**config.mk**
```make
export PLATFORM = sky130hd
export DESIGN_NAME = bypass_front_split
export DESIGN_NICKNAME = d
export VERILOG_FILES = /design/src/rtl/bypass_front_split_pkg.sv /design/src/rtl/bypass_front_split.sv
export SDC_FILE = /design/constraint.sdc
export NUM_CORES = 1
export LEC_CHECK = 0
export BUFFER_PORTS_ARGS = -buffer_cell sky130_fd_sc_hd__buf_2
export CORE_AREA = 5 5 680 682
export DETAILED_ROUTE_END_ITERATION = 7
export DIE_AREA = 0 0 685 687
export GPL_TIMING_DRIVEN = 0
export PLACE_DENSITY = 0.3
export SYNTH_ARGS = -nofsm -noshare
export SYNTH_HDL_FRONTEND = slang
export SYNTH_SLANG_ARGS = --single-unit
```
**constraint.sdc**
```tcl
create_clock -name clk -period 5.5 [get_ports clk]
set_input_delay 0.825 -clock clk [delete_from_list [all_inputs] [get_ports clk]]
set_output_delay 0.825 -clock clk [all_outputs]
set_load 0.1 [all_outputs]
```
**src/rtl/bypass_front_split_pkg.sv**
```systemverilog
// Shared types for the ingress bypass splitter: metadata layout, stream widths
// and the steering FSM encoding.
package bypass_front_split_pkg;

  localparam int PKT_W   = 512;
  localparam int EMPTY_W = 6;

  typedef struct packed {
    logic [15:0] flow_id;
    logic [7:0]  nf_id;
    logic [2:0]  prio;
    logic [3:0]  rsvd;
    logic        bypass;
  } metadata_t;

  // Position of metadata_t.bypass in the packed vector.
  localparam int META_BYPASS_BIT = 0;

  typedef enum logic [1:0] {
    IDLE,
    PKT,
    WAIT_META
  } state_t;

endpackage

```
**src/rtl/bypass_front_split.sv**
```systemverilog
// Steers each packet (metadata plus all beats) to the NF path or the bypass
// path, deciding once per packet from the metadata bypass bit and NF back-pressure.
module bypass_front_split
  import bypass_front_split_pkg::*;
#(
  parameter int unsigned META_W      = $bits(metadata_t),
  parameter int unsigned BYPASS_BIT  = META_BYPASS_BIT,
  parameter bit          FORCE_ON_AF = 1'b1
) (
  input  logic               clk,
  input  logic               rst,
  input  logic [PKT_W-1:0]   in_pkt_data,
  input  logic               in_pkt_sop,
  input  logic               in_pkt_eop,
  input  logic [EMPTY_W-1:0] in_pkt_empty,
  input  logic               in_pkt_valid,
  output logic               in_pkt_ready,
  input  logic [META_W-1:0]  in_meta_data,
  input  logic               in_meta_valid,
  output logic               in_meta_ready,
  output logic [PKT_W-1:0]   out_pkt_data,
  output logic               out_pkt_sop,
  output logic               out_pkt_eop,
  output logic [EMPTY_W-1:0] out_pkt_empty,
  output logic               out_pkt_valid,
  input  logic               out_pkt_ready,
  input  logic               out_pkt_almost_full,
  output logic [META_W-1:0]  out_meta_data,
  output logic               out_meta_valid,
  input  logic               out_meta_ready,
  input  logic               out_meta_almost_full,
  output logic [PKT_W-1:0]   bypass_pkt_data,
  output logic               bypass_pkt_sop,
  output logic               bypass_pkt_eop,
  output logic [EMPTY_W-1:0] bypass_pkt_empty,
  output logic               bypass_pkt_valid,
  input  logic               bypass_pkt_ready,
  output logic [META_W-1:0]  bypass_meta_data,
  output logic               bypass_meta_valid,
  input  logic               bypass_meta_ready,
  output logic [31:0]        stat_nf_pkts,
  output logic [31:0]        stat_bypass_pkts,
  output logic [31:0]        stat_orphan_beats
);

  state_t            state, state_nxt;
  logic [META_W-1:0] meta_reg;
  logic              meta_pend;
  logic              sel;
  logic [31:0]       nf_cnt, bypass_cnt, orphan_cnt;

  logic sel_pkt_ready, sel_meta_ready, meta_fire, force_bypass;
  logic capture, eop_fire, orphan_drop;

  assign force_bypass   = FORCE_ON_AF && (out_pkt_almost_full || out_meta_almost_full);
  assign sel_pkt_ready  = sel ? bypass_pkt_ready  : out_pkt_ready;
  assign sel_meta_ready = sel ? bypass_meta_ready : out_meta_ready;
  assign meta_fire      = !rst && meta_pend && sel_meta_ready;

  assign out_pkt_data     = in_pkt_data;
  assign out_pkt_sop      = in_pkt_sop;
  assign out_pkt_eop      = in_pkt_eop;
  assign out_pkt_empty    = in_pkt_empty;
  assign bypass_pkt_data  = in_pkt_data;
  assign bypass_pkt_sop   = in_pkt_sop;
  assign bypass_pkt_eop   = in_pkt_eop;
  assign bypass_pkt_empty = in_pkt_empty;

  assign out_meta_data     = meta_reg;
  assign bypass_meta_data  = meta_reg;
  assign out_meta_valid    = !rst && meta_pend && !sel;
  assign bypass_meta_valid = !rst && meta_pend && sel;

  assign stat_nf_pkts      = nf_cnt;
  assign stat_bypass_pkts  = bypass_cnt;
  assign stat_orphan_beats = orphan_cnt;

  // NOTE: every output of this block gets a default before the case so no
  // path leaves a signal unassigned, which would otherwise infer a latch.
  always_comb begin
    state_nxt        = state;
    in_meta_ready    = 1'b0;
    in_pkt_ready     = 1'b0;
    out_pkt_valid    = 1'b0;
    bypass_pkt_valid = 1'b0;
    capture          = 1'b0;
    eop_fire         = 1'b0;
    orphan_drop      = 1'b0;
    if (rst) begin
      // The beat presented during reset is consumed and discarded.
      in_pkt_ready = 1'b1;
    end else begin
      unique case (state)
        IDLE: begin
          in_meta_ready = 1'b1;
          orphan_drop   = in_pkt_valid && !in_pkt_sop;
          in_pkt_ready  = orphan_drop;
          if (in_meta_valid) begin
            capture   = 1'b1;
            state_nxt = PKT;
          end
        end
        PKT: begin
          in_pkt_ready     = sel_pkt_ready;
          out_pkt_valid    = in_pkt_valid && !sel;
          bypass_pkt_valid = in_pkt_valid && sel;
          if (in_pkt_valid && sel_pkt_ready && in_pkt_eop) begin
            eop_fire  = 1'b1;
            state_nxt = (meta_pend && !meta_fire) ? WAIT_META : IDLE;
          end
        end
        WAIT_META: begin
          if (!meta_pend || meta_fire) state_nxt = IDLE;
        end
        default: state_nxt = IDLE;
      endcase
    end
  end

  // NOTE: state registers use non-blocking assignments so every flop samples
  // pre-edge values regardless of statement order.
  always_ff @(posedge clk) begin
    if (rst) begin
      state      <= IDLE;
      meta_pend  <= 1'b0;
      sel        <= 1'b0;
      nf_cnt     <= '0;
      bypass_cnt <= '0;
      orphan_cnt <= '0;
    end else begin
      state <= state_nxt;
      if (capture) begin
        sel       <= in_meta_data[BYPASS_BIT] | force_bypass;
        meta_pend <= 1'b1;
      end else if (meta_fire) begin
        meta_pend <= 1'b0;
      end
      if (eop_fire && !sel) nf_cnt     <= nf_cnt + 32'd1;
      if (eop_fire && sel)  bypass_cnt <= bypass_cnt + 32'd1;
      if (orphan_drop)      orphan_cnt <= orphan_cnt + 32'd1;
    end
  end

  // NOTE: meta_reg is pure datapath qualified by meta_pend, so it carries no reset.
  always_ff @(posedge clk) begin
    if (capture) meta_reg <= in_meta_data;
  end

endmodule

```
== Word level (Yosys, flattened, before mapping) ==
Cells that the tools add are included.
Operators by class
  $lt $le $gt $ge: 0
  bitwise operators: 1
  add/subtract/negate cells: 3
  multiplexer cells: 25
  reduce and logical (&&, ||, !) cells: 22
  div/mod/pow operators: 0
  equal/unequal tests: 5
  multipliers: 0
  shifts and indexed selects: 0
Operators with widths (count)
  32-bit by 1-bit adder with 32-bit output, second input constant: 3
  1-bit two-way mux: 19
  1-bit logical AND: 12
  2-bit two-way mux: 4
  2-bit inequality test, second input constant: 3
  2-bit one-hot mux with 3 select lines: 1
  1-bit zero test: 5
  3-bit AND reduction: 1
  2-bit by 1-bit equality test with 1-bit output, second input constant: 1
  2-bit equality test, second input constant: 1
  2-bit zero test: 1
  1-bit logical OR: 2
  1-bit one-hot mux with 2 select lines: 1
  2-bit nonzero test: 1
  1-bit bitwise OR: 1
Word-level totals
  RAM bits: 0
  bits in latches: 0
  memories kept: 0
  bits of input ports: 562
  output and inout bits: 1206
  register bits after elaboration: 132
  word-level logic and storage cells: 63
  ROM bits: 0

== Logic depth before layout (Yosys ltp) ==
Gate-level depths: netlist (run 1).
  depth in word-level cells: 8
  mapped depth: 8
  depth with buffers taken out: 6

== Least setup slack after synthesis (run 1) ==
Ideal clock, no wire load.
  path type: input -> output
  start: in rst
  end: out out_meta_valid
  arrival: 3336 ps
  required time: 4675 ps
  setup slack: 1339 ps
  stages: 3
  buffers on the path: 2
  path through: buf_6 > clkbuf_1 > nor3b_1
On the way
  longest elaborated chain between the ends: 3
Ends and longest elaborated chain
  start, declared: line bypass_front_split.sv:11  | input logic rst,
  1-bit zero test: line bypass_front_split.sv:71  | assign out_meta_valid = !rst && meta_pend && !sel;
  1-bit logical AND (2 in a row): line bypass_front_split.sv:71
  end, declared: line bypass_front_split.sv:29  | output logic out_meta_valid,
Every way passes these cells.

== Worst setup path in the final report (run 1) ==
  start: in in_pkt_eop
  end: reg bypass_cnt[31] (netlist: stat_bypass_pkts[31])
On the way
  longest elaborated chain between the ends: 5
Ends and longest elaborated chain
  start, declared: line bypass_front_split.sv:14  | input logic in_pkt_eop,
  1-bit logical AND: line bypass_front_split.sv:107  | if (in_pkt_valid && sel_pkt_ready && in_pkt_eop) begin
  1-bit two-way mux: line bypass_front_split.sv:107
  1-bit two-way mux: line bypass_front_split.sv:93  | unique case (state)
  1-bit two-way mux: line bypass_front_split.sv:89  | if (rst) begin
  1-bit logical AND: line bypass_front_split.sv:139  | if (eop_fire && sel) bypass_cnt <= bypass_cnt + 32'd1;
  end signal, assigned: line bypass_front_split.sv:139
  end, declared: line bypass_front_split.sv:50  | logic [31:0] nf_cnt, bypass_cnt, orphan_cnt;
Every way passes these cells.
A chain may end at the register's enable or synchronous reset.

==> results.md, run 1 <==
* Post-synth top area share at 58.9%
* Hold crit path type: input port to flip-flop
* CTS Hold Bufs at 0
* Share of layout cells above drive strength 1 at 81.1%
* Crit path cell chain: buf_2 > nand3_1 > or2_2 > clkbuf_1 > clkbuf_1 > nor4_1 > xnor2_1 > nor2_1
* Synth warn at 0
* Core Area at around 460000 um2
* Post-Layout Cell Count at around 9000
* Tot GR Track Use at 9.76%
* Unrepaired setup endpoints after global routing: false
* Total number of vias at 15100
* Setup Buffers After CTS at 0
* Synthesized area per cell at 8.28 um2
* Synth Register Bits at 132
* Die area at 471000 um2
* # setup viols final at 0
* Clk_skew at 0.0321 ns
* Gate power share at 65.5%
* First-pass GRT wire length at 274000 um
* Crit path launch: in_pkt_eop
* Critical path's most frequent cell: clkbuf_1
* Final hold vios at 0
* Fmax at 249 MHz
* # H-tree levels at 4
* Critical Path Fanout Max at 10
* Pint at 2.54 mW
* Placed Instances at 8903
* Starting density of the core at 3.00%
* Max Cap Violations at 0
* Leakage power at 12.5 nW
* Fin util at 6.21%
* Die height at 687 um
* Sinks on Clock Net at 132
* Post-placement worst setup slack at 0.867 ns
* Vias per inst at approximately 1.7
* Setup TNS Final at 0 ns
* Reg-to-Reg Start: sel
* Port Buffers at approximately 1200
* Synth area leader: buf_4
* Sequential-to-total area share from yosys stat at 21.7%
* CTS clock-pin slew for the worst setup and hold paths at ~0.12 ns
* CTS tree: done
* Die W at 685 um
* Drt drc at 0
* Post-Synthesis Cells at 1649
* P&R area growth vs syn at 107%
* Clk network pwr share at 20.5%
* CP Data Arrival Time at 4.48 ns
* Root buf cell: clkbuf_16
* Final Cycle Share at 73.1%
* Sw power at around 4.7 mW
* Buf/Inv on CP at 3
* Top cells by area, synth: buf_4, dfxtp_1, edfxtp_1, xor2_1, nor2_1
* Max-slew violation count at 0
* Final nets at 3492
* Status: completed
* Post-route ant nets at 0
* WL per Instance at 27.0 um
* Vias in the first global route at 15000
* Least-Margin Pin Slew at 1.35 ns
* CTS Buf Count at 21
* Rel. slew slack at 9.82%
* Delay-heaviest family, CP: simple AND/OR/NAND/NOR gates
* Placed wire-length estimate at 231000 um
* Sequential power share at 14.1%
* Critical Path RT at 5.96 ns
* Critical path class: input port to flip-flop
* Placer congestion estimate at 1.02
* I/O pin cnt at 1768
* DRT iter0 DRCs at 748
* Global route overflow at 0
* Startpoint class of the critical path: input port
* Maximum vdd drop at 0.225 mV
* Sw Ratio at between 60% and 70%
* Worst setup margin at 1.48 ns
* Yosys cell types at 43
* Site Rows at between 200 and 250
* Final wirelength at between 200000 and 250000 um
* CP endpoint kind: flip-flop
* Pwr Density at 256 nW/um2
* Antenna violations before repair at 57
* CTS resizes at 0
* Hold Crit Start: in_meta_data[18]
* Slowest CP cell: nand3_1
* Max clock buf depth at 3
* Syn_nets at between 2000 and 2500
* Largest net degree at the start of global routing at 32
* Design Power at 7.24 mW
* Largest stage delay on the critical path at slightly above 1 ns
* Skew-Pair Late Insertion Delay at 0.59 ns
* Fillers at 54000
* Drt first pass iters at 4
* Min Tclk post-route at 4.02 ns
* Mapped cell area at ~14000 um2
-- synthesized netlist by cell type --
master and instances:
buf_4 1072, dfxtp_1 100, nor2_1 90, xor2_1 44, nand3_1 36, edfxtp_1 32, xnor2_1 32, nand4_1 31
nand2_1 29, clkbuf_1 21, a21oi_1 18, o21ai_0 17, and3_1 15, and4_1 15, nor3_1 15, or3_1 14
inv_1 12, nor4_1 11, and2_1 5, nand3b_1 5, or2_2 4, ha_1 3, nor2b_1 3, and3b_1 2
mux2_2 2, mux2i_1 2, nor3b_1 2, nor4b_1 2, a2111oi_0 1, a21o_1 1, and4bb_2 1, buf_1 1
buf_2 1, buf_6 1, nand4_2 1, nand4_4 1, nand4bb_1 1, nor4_4 1, o31ai_1 1, or2b_1 1
or3_4 1, or3b_2 1, or4_1 1
-- state kept, by name (all words and copies together), names as in the netlist --
name	count
stat_bypass_pkts	32
meta_pend	1
state	2
stat_orphan_beats	32
bypass_meta_data	32
stat_nf_pkts	32
sel	1
-- worst reg2reg max path, delay by kind of cell, from the launching register on --
family / cells / cell delay [ns]
buffers and inverters: 2 / 0.72
XOR/XNOR: 1 / 0.17
flip-flops: 1 / 0.35
AND/OR/NAND/NOR: 4 / 2.36
-- kinds of logic after synthesis --
kind of cell               count (synthesis)  share of synthesized area, %
adders and majority gates                  3                         0.275
muxes                                      4                         0.312
xor gates and xnor gates                  76                          4.88
DFF                                      132                          21.7
buffers and inverters                   1108                          60.0
and+or+nand+nor                          288                          11.4
AOI/OAI and AO/OA                         38                          1.46
-- final timing paths --
| path | endpoint | slack, ns | depth (start not counted) |
|---|---|---|---|
| worst max register to register | stat_bypass_pkts[31] | 1.80 | 7 |
| worst min register to register | stat_nf_pkts[31] | 0.49 | 2 |
| worst min-delay path | bypass_meta_data[18] | 0.41 | 1 |
| worst max-delay path | stat_bypass_pkts[31] | 1.48 | 8 |
-- per-stage QoR --
step	hold slack, ns	instance area (um2)
global placement	0.481	27400
detailed placement	0.481	27600
CTS	0.286	28200
floorplan	0.468	13700
global route	0.323	28300
finish	0.410	28300
-- layout by cell type (no fill, tap or decap), drive strengths merged, types with 2 or more instances in the layout --
master / count
and3b: 2
nand3: 36
nor3b: 2
a21oi: 18
mux2: 2
nand4: 33
nor4b: 2
xor2: 44
or3: 15
nor3: 15
and2: 5
o21ai: 17
nand2: 29
diode: 20
xnor2: 32
inv: 12
nand3b: 5
nor4: 12
nor2b: 3
and4: 15
mux2i: 2
clkinv: 10
or2: 4
buf: 2330
dfxtp: 100
edfxtp: 32
nor2: 90
and3: 15
ha: 3
clkbuf: 43
-- power groups by stage --
stage               clock, mW  sequential, mW  combinational [mW]
floorplan                   0            1.11                3.69
global placement            0            1.04                4.83
detailed placement          0            1.04                4.83
CTS                      1.66            1.02                4.84
global route             1.63            1.02                4.89
finish                   1.48            1.02                4.74
-- cell type report --
cell class | instances | area, um2 | area share (%)
diodes | 20 | 50.0 | 0.177
plain buffers | 1096 | 8150 | 28.8
clock buffers | 22 | 539 | 1.91
clock inverters | 11 | 90.1 | 0.319
inverters | 12 | 47.5 | 0.168
multi-input cells | 409 | 2510 | 8.87
flip-flops and latches | 132 | 2960 | 10.5
well taps | 6000 | 7510 | 26.5
repair buffers | 1255 | 6420 | 22.7
-- per-layer routing --
| metal | share of wire [%] | up-vias | track usage (%) | wire length, um |
|---|---|---|---|---|
| li1 | - | 6765 | - | - |
| met1 | 35 | 7051 | 10.1 | 85500 |
| met2 | 44 | 1124 | 15.1 | 106000 |
| met3 | 18 | 151 | 8.03 | 43900 |
| met4 | 2.7 | 8 | 2.22 | 6470 |
| met5 | 0.023 | - | 0 | 56 |
No activity file was read; power rests on OpenSTA's default activity.
==> run 2, diff against run 1 <==
Settings changed: ABC_AREA set to 1, CORE_AREA 5 5 680 682 to 5 5 695 697, DIE_AREA 0 0 685 687 to 0 0 700 702.
Clock period 5.5 ns to 3.4 ns, I/O delays scaled along.
==> run 2 against run 1 <==
Non-clock buffer count shrank 5. Sequential share of layout area fell by 0.49 points. Design area increased by 4.9%. Total power is 68% higher. Flip-flop and latch count stayed put. Largest power group unchanged. Highest routed layer unchanged.
==> results.md, run 2 <==
* Status: completed
* Final wirelength at 275000 um
* Setup Buffers After CTS at 0
* Final Cycle Share at a little over 90%
* Drt drc at 0
* Total number of vias at 17200
* Most common cell after layout, fill and taps aside: buf_2
* # H-tree levels at 4
* Top-count cell post-synth: buf_4
* Final nets at between 3000 and 4000
* Post-synth top area share at between 50% and 60%
* Pwr Density at 411 nW/um2
* Drt first pass iters at 5
* Synth Register Bits at 132
* Maximum vdd drop at 0.265 mV
* Rel. slew slack at 30.8%
* Antenna violations before repair at 60
* Placed wire-length estimate at 263000 um
* Crit path launch: sel
* Synth area leader: buf_4
* Core Area at 476000 um2
* Clk_skew at 0.0462 ns
* Critical path class: flip-flop to flip-flop
* Yosys cell types at 35
* Met2 Resource Use GR at 17.0%
* Syn_nets at 2601
* Critical path's most frequent cell: nand2_1
* Setup TNS Final at 0 ns
* Max clock buf depth at 3
* Root buf cell: clkbuf_16
* Post-placement worst setup slack at -0.231 ns
* Primary FF master, synth: dfxtp_1
* Reg-to-Reg Start: sel
* # setup viols final at 0
* Least-Margin Pin Slew at 1.04 ns
* Slowest CP cell: nor2_4
* Largest net degree at the start of global routing at 29
* Synthesized area per cell at 7.19 um2
* Share of layout cells above drive strength 1 at 72.0%
* Placed Instances at 9564
* Post-Synthesis Cells at 2036
* Fin Hold WS at 0.115 ns
* Number of flops mapped to enable cells by yosys at 32
* I/O pin cnt at 1768
* Vias per inst at about 1.8
* Busiest grt layer: met2
* Commonest cells in the netlist: buf_4, nand2_1, nor2_1
* Startpoint class of the critical path: flip-flop
* Sequential-to-total area share from yosys stat at 20.2%
* CTS tree: done
* Min Tclk post-route at 3.15 ns
* Fmax at ~320 MHz
* Sinks on Clock Net at 132
* Die W at 700 um
* Leakage power at 13.2 nW
* Hold crit path type: input port to flip-flop
* Site Rows at 254
* Critical Path RT at 3.85 ns
* Mapped cell area at ~15000 um2
* Crit path cell chain: inv_4 > nand2_1 > nand2_2 > nand2_2 > nor2_4 > nand2_1 > nor2_1 > nand3_1 > nand2_1 > nor2_1
* Hold Crit Start: in_meta_data[22]
* Largest stage delay on the critical path at 0.63 ns
* Design Power at 12.2 mW
* CP Data Arrival Time at 3.60 ns
* WL per Instance at 28.6 um
* Die area at 491000 um2
* Die height at 702 um
* Skew-Pair Late Insertion Delay at 0.58 ns
* Top cells by area, synth: buf_4, dfxtp_1, nand2_1, edfxtp_1, nor2_1
* Asr flop ratio synth at 0%
* Synth warn at 0
* CTS clock-pin slew for the worst setup and hold paths at 0.09 ns
* Post-Layout Cell Count at 9624
* Critical Path Fanout Max at 9
* Max Cap Violations at 0
* Commonest non-fill, non-tap cells in the layout: buf_2, buf_4, nand2_1
* First-pass GRT wire length at 309000 um
* Met3 GRT Util at 8.48%
* Max-slew violation count at 0
* Tot GR Track Use at 10.6%
* Placer congestion estimate at 0.919
* Global route overflow at 0
* Unrepaired setup endpoints after global routing: false
* Fillers at 56600
* Post-route ant nets at 0
* DRT iter0 DRCs at 927
* Worst setup margin at 0.253 ns
* Port Buffers at 1249
* CTS Buf Count at 21
* P&R area growth vs syn at 103%
* CP endpoint kind: flip-flop
* Met1 global-route usage at 10.7%
* Final hold vios at 0
* Vias in the first global route at approximately 17000
* Starting density of the core at 3.07%
run 2: cell count changes after synthesis, sizes merged, moves of 16 or more:
cell   previous run  this run
nand3            36        77
xnor2            32         1
a21oi            18        46
nor2             90       211
inv              12       113
nor3             15        31
xor2             44         8
nand2            29       261
run 2: cell type report:
type	count	area (um2)	area share, %
buffer	1089	8140	27.4
tap	6272	7850	26.4
timing repair buffer	1257	6420	21.6
multi-input combinational	702	3140	10.6
sequential	132	2960	9.99
clock buffer	21	526	1.77
inverter	113	427	1.44
clock inverter	12	144	0.485
antenna	26	65.1	0.219
run 2: cells by family (layout without fill, tap and decap cells):
kind of cell               count (synthesis)  in the layout  share of synthesized area (%)
buffers and inverters                   1202           2492                           58.4
and+or+nand+nor                          617            617                           18.0
DFF                                      132            132                           20.2
AOI/OAI and AO/OA                         73             73                           2.58
xor gates and xnor gates                   9              9                          0.538
adders and majority gates                  3              3                          0.256
other                                      0             26                              0
run 2: routing by layer:
metal	vias up	routed length [um]
met1	8030	94000
li1	7837	-
met3	162	48800
met2	1146	124000
met5	-	200
met4	28	8010
run 2: metrics by stage:
stage          cell area, um2  util (%)
6_report                29700      6.23
3_3_place_gp            28800      6.04
2_1_floorplan           14700         -
5_1_grt                 29600      6.22
3_5_place_dp            28900      6.07
4_1_cts                 29600      6.22
run 2: worst max-delay path: cells and delay by family, from the launching register on:
family | cells | cell delay (ns)
buffers and inverters | 1 | 0.39
DFF | 1 | 0.50
and+or+nand+nor | 9 | 1.96
run 2: final timing paths:
path / cells after the start / end / slack (ns)
min: 1 / bypass_meta_data[22] / 0.12
min reg2reg: 2 / stat_orphan_beats[8] / 0.51
max reg2reg: 10 / stat_bypass_pkts[25] / 0.25
max: 10 / stat_bypass_pkts[25] / 0.25
run 2: power by group:
part           internal [mW]  leakage (nW)  switching [mW]
sequential              1.64          1.10          0.0328
combinational           1.27          11.7            6.76
clock                   1.36         0.329            1.13
run 2: repair_timing:
action                                  in CTS  in global routing
endpoints found under the hold margin        1                  0
hold buffers                                 1                  0
gates resized for setup                      5                  0
endpoints found under the setup margin      13                  0
==> run 3, diff against run 2 <==
Settings changed: RECOVER_POWER set to 100, SLEW_MARGIN set to 20.
==> run 3 against run 2 <==
The run now ends with max-capacitance violations, max-slew violations left. Die area unchanged. Critical path depth unchanged. Setup slack worse by 0.024 ns. First-iteration DRC count up 3.5%. Global-route usage about the same.
==> results.md, run 3 (synthesized netlist as in run 2, its figures left out) <==
* Status: finished, violations left
* Failing checks: max-capacitance violations, max-slew violations
* Clk_skew at 0.0568 ns
* WL per Instance at 28.6 um
* Critical Path Fanout Max at 9
* # setup viols final at 0
* Post-route ant nets at 0
* Post-DP Area at 28900 um2
* Global route overflow at 0
* CP endpoint kind: flip-flop
* Vias per inst at 1.79
* Area of the multi-input gates at between 3000 and 4000 um2
* Placed Instances at 9562
* Most common cell after layout, fill and taps aside: clkbuf_1
* Clk network pwr share at approximately a fifth
* Leakage power at between 9 and 10 nW
* Commonest non-fill, non-tap cells in the layout: clkbuf_1, buf_4, nand2_1
* Total number of vias at 17200
* Pwr Density at 426 nW/um2
* Final Cycle Share at between 90% and 100%
* Drt first pass iters at 8
* Least-Margin Pin Slew at about 2.5 ns
* Slowest CP cell: nor2_4
* CTS Buf Count at 21
* Sequential power share at between 10% and 20%
* # H-tree levels at 4
* CTS clock-pin slew for the worst setup and hold paths at 0.09 ns
* CTS tree: done
* Largest stage delay on the critical path at 0.68 ns
* Gate power share at 65.5%
* Hold crit path type: input port to flip-flop
* Placed wire-length estimate at between 200000 and 300000 um
* Fin Hold WS at 0.114 ns
* Tot GR Track Use at between 10% and 20%
* Crit path cell chain: inv_4 > nand2_1 > nand2_1 > nand2_1 > nor2_4 > nand2_1 > nor2_1 > nand3_1 > nand2_1 > nor2_1
* Final instance area at about 28000 um2
* Max Cap Violations at ~340
* Port Buffers at 1249
* Post-placement worst setup slack at 0.168 ns
* Register area at 2960 um2
* CP Data Arrival Time at 3.62 ns
* Max clock buf depth at 3
* Startpoint class of the critical path: flip-flop
* Core Area at between 400000 and 500000 um2
* Skew-Pair Late Insertion Delay at 0.59 ns
* Sw power at 7.91 mW
* Min Tclk post-route at 3.17 ns
* Die area at 491000 um2
* Share of layout cells above drive strength 1 at a little over a third
* Vias in the first global route at 16800
* Fmax at 315 MHz
* Critical path class: flip-flop to flip-flop
* Antenna violations before repair at 57
* P&R area growth vs syn at 91.9%
* Fillers at 57100
* Maximum vdd drop at 0.163 mV
* Unrepaired setup endpoints after global routing: false
* Rel. slew slack at -68.6%
* Critical path's most frequent cell: nand2_1
* Drt drc at 0
* Fin util at ~6%
* Largest net degree at the start of global routing at 31
* Placer congestion estimate at 0.919
* Final wirelength at 275000 um
* Sw Ratio at 66.1%
* Starting density of the core at between 3 and 4%
* Critical Path RT at 3.85 ns
* Sinks on Clock Net at 132
* Site Rows at 254
* Die W at roughly 700 um
* Worst setup margin at 0.228 ns
* Post-Layout Cell Count at 9619
* I/O pin cnt at 1768
* DRT iter0 DRCs at about 960
* Die height at 702 um
* First-pass GRT wire length at about 310000 um
* Pint at 4.06 mW
* Max-slew violation count at approximately 330
* Final hold vios at 0
* Root buf cell: clkbuf_16
* Final nets at just under 4000
-- run 3: what timing repair did --
item,4_1_cts,5_1_grt
hold buffers,1,0
hold endpoints to repair,1,0
gates resized for setup,3,0
endpoints found under the setup margin,2,0
setup buffers,0,0
-- run 3: power by group through the flow --
stage	Clock (mW)	Combinational [mW]	Sequential, mW
detailed placement	0	8.19	1.71
global placement	0	8.18	1.71
CTS	2.67	8.20	1.67
global route	2.67	8.09	1.67
finish	2.47	7.83	1.67
floorplan	0	6.04	1.83
-- run 3: worst paths after layout --
| path | start | end | slack (ns) | depth (start not counted) |
|---|---|---|---|---|
| min reg2reg | stat_orphan_beats[8] | stat_orphan_beats[8] | 0.51 | 2 |
| max | sel | stat_bypass_pkts[25] | 0.23 | 10 |
| max reg2reg | sel | stat_bypass_pkts[25] | 0.23 | 10 |
| min | in_meta_data[22] | bypass_meta_data[22] | 0.11 | 1 |
-- run 3: critical path: cells and delay by family, from the launching register on --
family | cells | cell delay, ns
simple gates | 9 | 2.04
flops | 1 | 0.46
buf+inv | 1 | 0.35
-- run 3: final cells by class --
type	instances	share of cell area, %
antenna	23	0.205
buffer	1089	28.9
clock buffer	21	1.87
clock inverter	12	0.512
inverter	113	1.52
multi-input combinational	702	11.0
sequential	132	10.6
tap	6272	27.9
timing repair buffer	1255	17.4
-- run 3: stage by stage --
step | power, mW | TNS, ns
floorplan | 7.87 | 0
global placement | 9.89 | -78.75
detailed placement | 9.90 | 0
CTS | 12.5 | 0
global route | 12.4 | 0
finish | 12.0 | 0
-- run 3: per-layer routing --
metal	routed length, um	track usage [%]	vias up	share of wire (%)
li1	-	-	7820	-
met1	94300	10.8	7981	34
met2	123000	17.1	1169	45
met3	48600	8.21	184	18
met4	8230	2.33	34	3.0
met5	405	0	-	0.15
